==> src/rtl/uart_pkg.sv <==
// Shared constants and state encoding for the UART transmit scheduler.
// Frame geometry and launch latency set the WAIT reload value.
package uart_pkg;

  localparam int unsigned FRAME_BITS = 10;
  localparam int unsigned LAUNCH_LAT = 3;

  typedef enum logic [1:0] {
    ST_IDLE   = 2'd0,
    ST_LAUNCH = 2'd1,
    ST_WAIT   = 2'd2
  } state_t;

  // WAIT ends exactly LAUNCH_LAT cycles before the next start bit may begin.
  function automatic logic [4:0] wait_reload(input int unsigned gap);
    return 5'(FRAME_BITS - LAUNCH_LAT + gap);
  endfunction

endpackage

==> src/rtl/rr_arbiter.sv <==
// Combinational round-robin arbiter: the lowest requesting index at or above
// ptr wins, wrapping back to index 0.
module rr_arbiter #(
  parameter int unsigned N_REQ = 4
) (
  input  logic [N_REQ-1:0]         req,
  input  logic [$clog2(N_REQ)-1:0] ptr,
  output logic [N_REQ-1:0]         win,
  output logic                     any
);

  localparam int unsigned PW = $clog2(N_REQ);
  localparam int unsigned IW = PW + 1;

  logic [IW-1:0] idx;

  always_comb begin
    win = '0;
    any = 1'b0;
    idx = '0;
    for (int unsigned i = 0; i < N_REQ; i++) begin
      idx = {1'b0, ptr} + IW'(i);
      if (idx >= IW'(N_REQ)) idx = idx - IW'(N_REQ);
      if (!any && req[idx[PW-1:0]]) begin
        win[idx[PW-1:0]] = 1'b1;
        any              = 1'b1;
      end
    end
  end

endmodule

==> src/rtl/uart_tx_sched.sv <==
// Round-robin scheduler sharing one sender UART between N_REQ byte producers;
// issues the start pulse and reserves the line for the frame plus GAP idle bits.
module uart_tx_sched
  import uart_pkg::*;
#(
  parameter int unsigned N_REQ = 4,
  parameter int unsigned GAP   = 1
) (
  input  logic               CLK,
  input  logic               RST,
  input  logic [N_REQ-1:0]   req,
  input  logic [8*N_REQ-1:0] data,
  output logic [N_REQ-1:0]   grant,
  output logic               busy,
  output logic               start,
  output logic [8:1]         message
);

  localparam int unsigned PW     = $clog2(N_REQ);
  localparam logic [4:0]  RELOAD = wait_reload(GAP);

  state_t           state, state_n;
  logic [PW-1:0]    ptr, ptr_n, nxt_ptr;
  logic [4:0]       cnt, cnt_n;
  logic [N_REQ-1:0] win, grant_n;
  logic             any, start_n;
  logic [7:0]       sel_byte, msg_n;

  rr_arbiter #(.N_REQ(N_REQ)) u_arb (
    .req (req),
    .ptr (ptr),
    .win (win),
    .any (any)
  );

  // One-hot winner to captured byte and next pointer.
  always_comb begin
    sel_byte = '0;
    nxt_ptr  = '0;
    for (int unsigned i = 0; i < N_REQ; i++) begin
      if (win[i]) begin
        sel_byte = sel_byte | data[8*i +: 8];
        nxt_ptr  = PW'((i + 1) % N_REQ);
      end
    end
  end

  always_ff @(posedge CLK or posedge RST) begin
    if (RST) state <= ST_IDLE;
    else     state <= state_n;
  end

  always_comb begin
    state_n = state;
    case (state)
      ST_IDLE:   if (any) state_n = ST_LAUNCH;
      ST_LAUNCH: state_n = ST_WAIT;
      ST_WAIT:   if (cnt == '0) state_n = ST_IDLE;
      default:   state_n = ST_IDLE;
    endcase
  end

  always_comb begin
    start_n = 1'b1;
    grant_n = '0;
    msg_n   = message;
    ptr_n   = ptr;
    cnt_n   = cnt;
    case (state)
      ST_IDLE: begin
        if (any) begin
          start_n = 1'b0;
          grant_n = win;
          msg_n   = sel_byte;
          ptr_n   = nxt_ptr;
        end
      end
      ST_LAUNCH: cnt_n = RELOAD;
      ST_WAIT:   if (cnt != '0) cnt_n = cnt - 5'd1;
      default: ;
    endcase
  end

  always_ff @(posedge CLK or posedge RST) begin
    if (RST) begin
      start   <= 1'b1;
      grant   <= '0;
      message <= '0;
      ptr     <= '0;
      cnt     <= '0;
    end else begin
      start   <= start_n;
      grant   <= grant_n;
      message <= msg_n;
      ptr     <= ptr_n;
      cnt     <= cnt_n;
    end
  end

  assign busy = (state != ST_IDLE);

endmodule

==> config.mk <==
export PLATFORM = sky130hd
export DESIGN_NAME = uart_tx_sched
export DESIGN_NICKNAME = d
export VERILOG_FILES = /design/src/rtl/uart_pkg.sv /design/src/rtl/rr_arbiter.sv /design/src/rtl/uart_tx_sched.sv
export SDC_FILE = /design/constraint.sdc
export NUM_CORES = 1
export LEC_CHECK = 0
export CAP_MARGIN = 15
export CORE_MARGIN = 1
export CORE_UTILIZATION = 25
export DETAILED_ROUTE_END_ITERATION = 7
export PLACE_DENSITY = 0.56
export SYNTH_ARGS = -nofsm -noshare
export SYNTH_HDL_FRONTEND = slang
export SYNTH_SLANG_ARGS = --single-unit
==> constraint.sdc <==
create_clock -name CLK -period 3.2 [get_ports CLK]
set_clock_uncertainty 0.05 [all_clocks]
set_input_delay 0.96 -clock CLK [delete_from_list [all_inputs] [get_ports CLK]]
set_output_delay 0.96 -clock CLK [all_outputs]
set_load 0.01 [all_outputs]
Word-level counts from Yosys, hierarchy flattened
Cells that the tools add are included.

storage, ports and cells
  flip-flop bits (word level) = 22
  input bits = 38
  output and inout bits = 14
  logic and storage cells = 100

operators by class
  add/sub/neg operators = 8
  $lt $le $gt $ge = 12
  equal/unequal tests = 5
  muxes and demuxes = 45
  bitwise logic cells = 6
  reductions and logical operators = 18

operators by type and width
  operator             count
  $mux 8               4
  $mux 4               6
  $or 8x8->8           3
  $mux 2               9
  $mux 1               15
  $lt 2x3->1 const B   4
  $or 4x4->4           3
  $pmux 5 s2           1
  $ge 3x3->1 const B   3
  $bmux 1 s2           4
  $demux 1 s2          4
  $ge 2x1->1 const B   4
  $sub 2x1->2 const B  4
  $logic_and 1x1->1    7
  $add 2x2->3 const B  2
  $ne 2x2->1 const B   3
  $pmux 2 s3           1
  $reduce_and 2->1     3
  $logic_not 5->1      1
  $mux 5               1
  $reduce_bool 5->1    1
  $sub 5x1->5 const B  1
  $reduce_bool 2->1    2
  $add 2x1->3 const B  1
  other kinds (5)      7

Logic depth before layout (Yosys ltp)
  depth in word-level cells = 21
  mapped depth = 11
  depth with buffers taken out = 8

Cells and area by module
From an unflattened synthesis, not the netlist that was laid out.

second synthesis, totals
  cell total of the unflattened synthesis = 160
  area, all modules = 1,705.4 um^2

modules (own cells, without submodules)
  module         instances  cells an instance  area an instance (um^2)  sequential area each (um^2)
  uart_tx_sched  1          98                 1,197.4                  551.8
  rr_arbiter     1          62                 508.0                    0.0

Worst setup path before layout
OpenSTA, ideal clock, no wires.

  path kind = input-to-reg
  start point = in req[0]
  end point = reg message[1] in the netlist's numbering
  setup time = 147 ps
  data arrival time = 2,761 ps
  required time = 3,003 ps
  slack = 242 ps
  cell stages on the path = 8
  cells stage by stage = buf_2 mux4_2 a31o_1 a221o_1 a22o_1 buf_6 a221oi_1 o221ai_1

between the ends
  word-level cells in the longest chain between the ends = 19
  elaborated cells on any way between the ends = 33
  those cells by class = 20 x mux; 6 x bitwise; 7 x reduce/logical

RTL lines
  item                          RTL line             RTL
  start: declaration            uart_tx_sched.sv:11  input logic [N_REQ-1:0] req,
  $bmux 1 s2                    rr_arbiter.sv:24     if (!any && req[idx[PW-1:0]]) begin
  $mux 1 (not written as such)  rr_arbiter.sv:24
  $mux 1                        rr_arbiter.sv:24
  $logic_not 1->1               rr_arbiter.sv:24
  $logic_and 1x1->1             rr_arbiter.sv:24
  $mux 1                        rr_arbiter.sv:24
  $logic_not 1->1               rr_arbiter.sv:24
  $logic_and 1x1->1             rr_arbiter.sv:24
  [3 not listed]                -
  $mux 4                        rr_arbiter.sv:24
  $mux 8                        uart_tx_sched.sv:41  if (win[i]) begin
  $or 8x8->8                    uart_tx_sched.sv:42  sel_byte = sel_byte | data[8*i +: 8];
  $mux 8                        uart_tx_sched.sv:41
  $or 8x8->8                    uart_tx_sched.sv:42
  $mux 8                        uart_tx_sched.sv:41
  $or 8x8->8                    uart_tx_sched.sv:42
  $mux 8                        uart_tx_sched.sv:41
  end signal: assignment        uart_tx_sched.sv:94  message <= msg_n;
  end: declaration              uart_tx_sched.sv:16  output logic [8:1] message

Several ways; a longest one is shown, not always the timed one. The select of a mux whose other input is x is not followed.
A chain may end at the register's enable or synchronous reset.

Final worst setup path
  start point = in req[2]
  end point = reg message[7] in the netlist's numbering

The elaborated chain is that of the path after synthesis.

==> PnR_summary.wiki <==
{| class="wikitable"
! Metric !! Value
|-
| Outcome || finished clean
|-
| Die height || 83.3 um
|-
| IO Count || 52
|-
| Area share of the largest cell type after synthesis || 0.318
|-
| Clk root buf || sky130_fd_sc_hd__clkbuf_8
|-
| Internal power || 1.39 mW
|-
| H-tree depth || 1
|-
| Clock transition at the registers of the reported paths || 0.09 ns
|-
| Global-route wire length before repair || 8030 um
|-
| Detailed router's first-iteration violation count || 66
|-
| CTS tree || built
|-
| Residual DRC || 0
|-
| Count of flip-flops with a built-in enable after synthesis || 0
|-
| Maximum clock frequency || ~0.33 GHz
|-
| Average routed wire per standard cell || ~14 um
|-
| Standard cell core area || 6350 um2
|-
| Slew at the pin closest to its max-slew limit || just under 0.5 ns
|-
| Synth Register Bits || 22
|-
| Congestion Overflow GR || 0
|-
| Number of CTS-inserted buffers || 3
|-
| Total number of nets in the final design || a little under 300
|-
| Syn avg cell area || 9.27 um2
|-
| Number of antenna violations at the first check in global routing || 0
|-
| Pins over their slew limit || 0
|-
| P&R area growth vs syn || 49.5%
|-
| Setup Fix Bufs, Post-CTS || 0
|-
| Warnings, synthesis || 0
|-
| Leakage Power || 0.998 nW
|-
| Top cell type by total area after synthesis || sky130_fd_sc_hd__dfrtp_1
|-
| Longest Clk Path Bufs || 2
|-
| Data arrival time at the worst-slack endpoint || roughly 3.1 ns
|-
| Count of final hold-check violations || 0
|-
| Horizontal extent of the die || 83.3 um
|-
| Via count of the first global-routing pass || 1624
|-
| Critical Setup Path Class || in -> reg
|-
| Number of instances resized during post-cts repair || 0
|-
| Placed Cells || 317
|-
| Clock latency on the worst-skew pair || 0.27 ns
|-
| Final HPWL from detailed placement || between 3000 and 4000 um
|-
| Initial Util || 0.260
|-
| Number of hold-repair buffers added at the cts stage || 0
|-
| Die area || 6930 um2
|-
| Dominant cells by area after synthesis || sky130_fd_sc_hd__dfrtp_1 32%, sky130_fd_sc_hd__ha_1 6.1%, sky130_fd_sc_hd__o21ai_0 5.8%
|-
| Sequential group share of total power || 0.204
|-
| Data required, critical path || roughly 3.3 ns
|-
| Fraction of power spent switching nets || 0.418
|-
| Layout cells sized above 1 || 0.180
|-
| Net switching power of the design || 999 uW
|-
| Endpoints failing setup || 0
|-
| Total wirelength of the detailed-routed design || ~4600 um
|-
| Filler cell count || 644
|-
| Ant. Diodes || 0
|-
| Kind of launch point of the worst setup path || input port
|-
| Clk pwr share || 0.110
|-
| Synthesized Nets || 224
|-
| Vias after detailed routing || around 1600
|-
| Remaining number of nets flagged by the antenna check after routing || 0
|-
| Combined area of all synthesized cells || 1650 um2
|-
| Max-cap viol count || 0
|-
| Seq. cell area || 552 um2
|-
| End-of-flow core utilization || 0.389
|-
| Fraction of the cycle the final worst path needs || 0.947
|-
| Number of buffers added on ports || 51
|-
| CTS sink count || 22
|-
| Number of optimization iterations in the first detailed-route pass || 5
|-
| Combined area of the multi-input logic cells || 1020 um2
|-
| Instance count of the mapped netlist || 178
|-
| Worst ir drop on vdd || 0.000390 V
|-
| Number of distinct standard cells referenced by the synthesized netlist || 48
|-
| Via count normalized by instance count || 5.11
|-
| Combinational share of power || 0.685
|-
| Final GP Congestion || 0.787
|-
| Overall Power || 2.39 mW
|-
| Predominant post-synthesis flop cell || sky130_fd_sc_hd__dfrtp_1
|-
| Seq/Total Area, Yosys || 0.334
|-
| Largest fanout on the critical path || 9
|-
| Proportion of synthesized flip-flops having asynchronous set or reset || 1.00
|-
| Finished Layout Cells || 321
|-
| Critical path endpoint category || register
|-
| Pin count of the biggest net entering global routing || 27
|-
| Power density cells || ~970 nW/um2
|-
| GRT Overall Usage || 0.141
|-
| Setup repair after global routing missed its margin || false
|-
| Relative slew margins || 0.679
|-
| Number of cell rows || 29
|-
| Hold Crit Class || reg -> reg
|-
| Fin crit period || 3.03 ns
|}
-- power groups by stage --
stage | Sequential (mW) | Combinational, mW | Clock, mW
global route | 0.506 | 1.83 | 0.277
detailed placement | 0.492 | 1.60 | 0
finish | 0.488 | 1.64 | 0.264
global placement | 0.490 | 1.59 | 0
floorplan | 0.509 | 0.988 | 0
CTS | 0.489 | 1.60 | 0.266
-- path summary, 6_finish.rpt --
| path | from | to | slack (ns) | cells after the start |
|---|---|---|---|---|
| setup / recovery | req[2] | message[7]$_DFFE_PP0P_ | 0.17 | 7 |
| hold / removal | cnt[4]$_DFFE_PP0P_ | cnt[4]$_DFFE_PP0P_ | 0.44 | 1 |
| setup reg to reg | ptr[1]$_DFFE_PP0P_ | message[1]$_DFFE_PP0P_ | 0.22 | 8 |
| hold reg to reg | cnt[4]$_DFFE_PP0P_ | cnt[4]$_DFFE_PP0P_ | 0.44 | 1 |
| max in group asynchronous | RST | start$_DFF_PP1_ | 1.83 | 3 |
| min in group asynchronous | RST | message[2]$_DFFE_PP0P_ | 0.98 | 3 |
-- synthesized netlist by cell type (3+ instances only) --
library cell,count
sky130_fd_sc_hd__ha_1,8
sky130_fd_sc_hd__inv_1,10
sky130_fd_sc_hd__a22o_1,3
sky130_fd_sc_hd__or3b_2,3
sky130_fd_sc_hd__dfrtp_1,21
sky130_fd_sc_hd__a221oi_1,8
sky130_fd_sc_hd__clkbuf_1,6
sky130_fd_sc_hd__nor2_1,15
sky130_fd_sc_hd__o21ai_0,19
sky130_fd_sc_hd__a21oi_1,11
sky130_fd_sc_hd__nand3b_1,9
sky130_fd_sc_hd__mux2i_1,3
sky130_fd_sc_hd__buf_6,3
sky130_fd_sc_hd__a22oi_1,7
sky130_fd_sc_hd__nand2_1,6
sky130_fd_sc_hd__o221ai_1,6
-- routing by layer --
metal | global-route usage | up-vias | share of wire
li1 | - | 811 | -
met1 | 0.193 | 775 | 0.47
met2 | 0.227 | 48 | 0.47
met3 | 0.0199 | 7 | 0.045
met4 | 0.0470 | 0 | 0.017
met5 | 0 | - | 0
-- area by class of cell --
cell class,count,area share
well taps,77,0.0390
inverters,11,0.0167
flip-flops and latches,22,0.224
multi-input cells,134,0.413
clock inverters,1,0.0122
clock buffers,3,0.0167
repair buffers,73,0.279
-- flip-flops by register name, summed over array words and instances, names as in the netlist --
name,cells
cnt,5
grant,4
message,8
ptr,2
start,1
state,2
-- cells in the final DEF, fill, tap and decap left out, types with 2 or more instances in the layout --
cell type,Yosys,final
sky130_fd_sc_hd__a21oi_1,11,11
sky130_fd_sc_hd__and2_1,2,2
sky130_fd_sc_hd__ha_1,8,7
sky130_fd_sc_hd__dfrtp_1,21,21
sky130_fd_sc_hd__or2_2,2,2
sky130_fd_sc_hd__nor2_1,15,15
sky130_fd_sc_hd__a22o_1,3,2
sky130_fd_sc_hd__nor2b_1,2,2
sky130_fd_sc_hd__nand2_1,6,6
sky130_fd_sc_hd__nor4_1,2,2
sky130_fd_sc_hd__nand2b_1,2,2
sky130_fd_sc_hd__mux2i_1,3,3
sky130_fd_sc_hd__o221ai_1,6,6
sky130_fd_sc_hd__clkbuf_8,0,3
sky130_fd_sc_hd__mux4_2,2,2
sky130_fd_sc_hd__a22oi_2,1,2
sky130_fd_sc_hd__buf_4,0,21
sky130_fd_sc_hd__clkdlybuf4s50_1,0,51
sky130_fd_sc_hd__a221oi_2,0,3
sky130_fd_sc_hd__a22oi_1,7,6
sky130_fd_sc_hd__a221oi_1,8,5
sky130_fd_sc_hd__nand3b_1,9,9
sky130_fd_sc_hd__inv_1,10,10
sky130_fd_sc_hd__a222oi_1,2,2
sky130_fd_sc_hd__o21ai_0,19,19
sky130_fd_sc_hd__and3b_1,2,2
sky130_fd_sc_hd__or3b_2,3,3
-- logic make-up (layout without fill, tap and decap cells) --
group	Yosys count	in the layout	synth area share
compound gates	67	67	0.288
xor+xnor	2	2	0.0106
fa+ha+maj	8	8	0.0607
buf+inv	22	88	0.0652
flops	22	22	0.334
mux	7	7	0.0682
simple gates	50	50	0.173
-- critical path, cell delays in order --
cell and delay, ns:
sky130_fd_sc_hd__clkdlybuf4s50_1 0.46, sky130_fd_sc_hd__mux4_2 0.50, sky130_fd_sc_hd__a31o_1 0.20, sky130_fd_sc_hd__a221o_1 0.27
sky130_fd_sc_hd__a22o_2 0.30, sky130_fd_sc_hd__a221oi_1 0.27, sky130_fd_sc_hd__o221ai_1 0.15
-- stage by stage --
stage	setup WS [ns]	TNS [ns]	instance area [um2]	hold slack, ns
final	0.169	0	2470	0.443
after global routing	0.0201	0	2470	0.485
after CTS	0.129	0	2440	0.446
after detailed placement	-0.151	-0.919	2370	0.428
after global placement	-0.101	-0.598	2370	0.422
after floorplan	0.242	0	1650	0.389
Power figures use the tool's default switching activity.
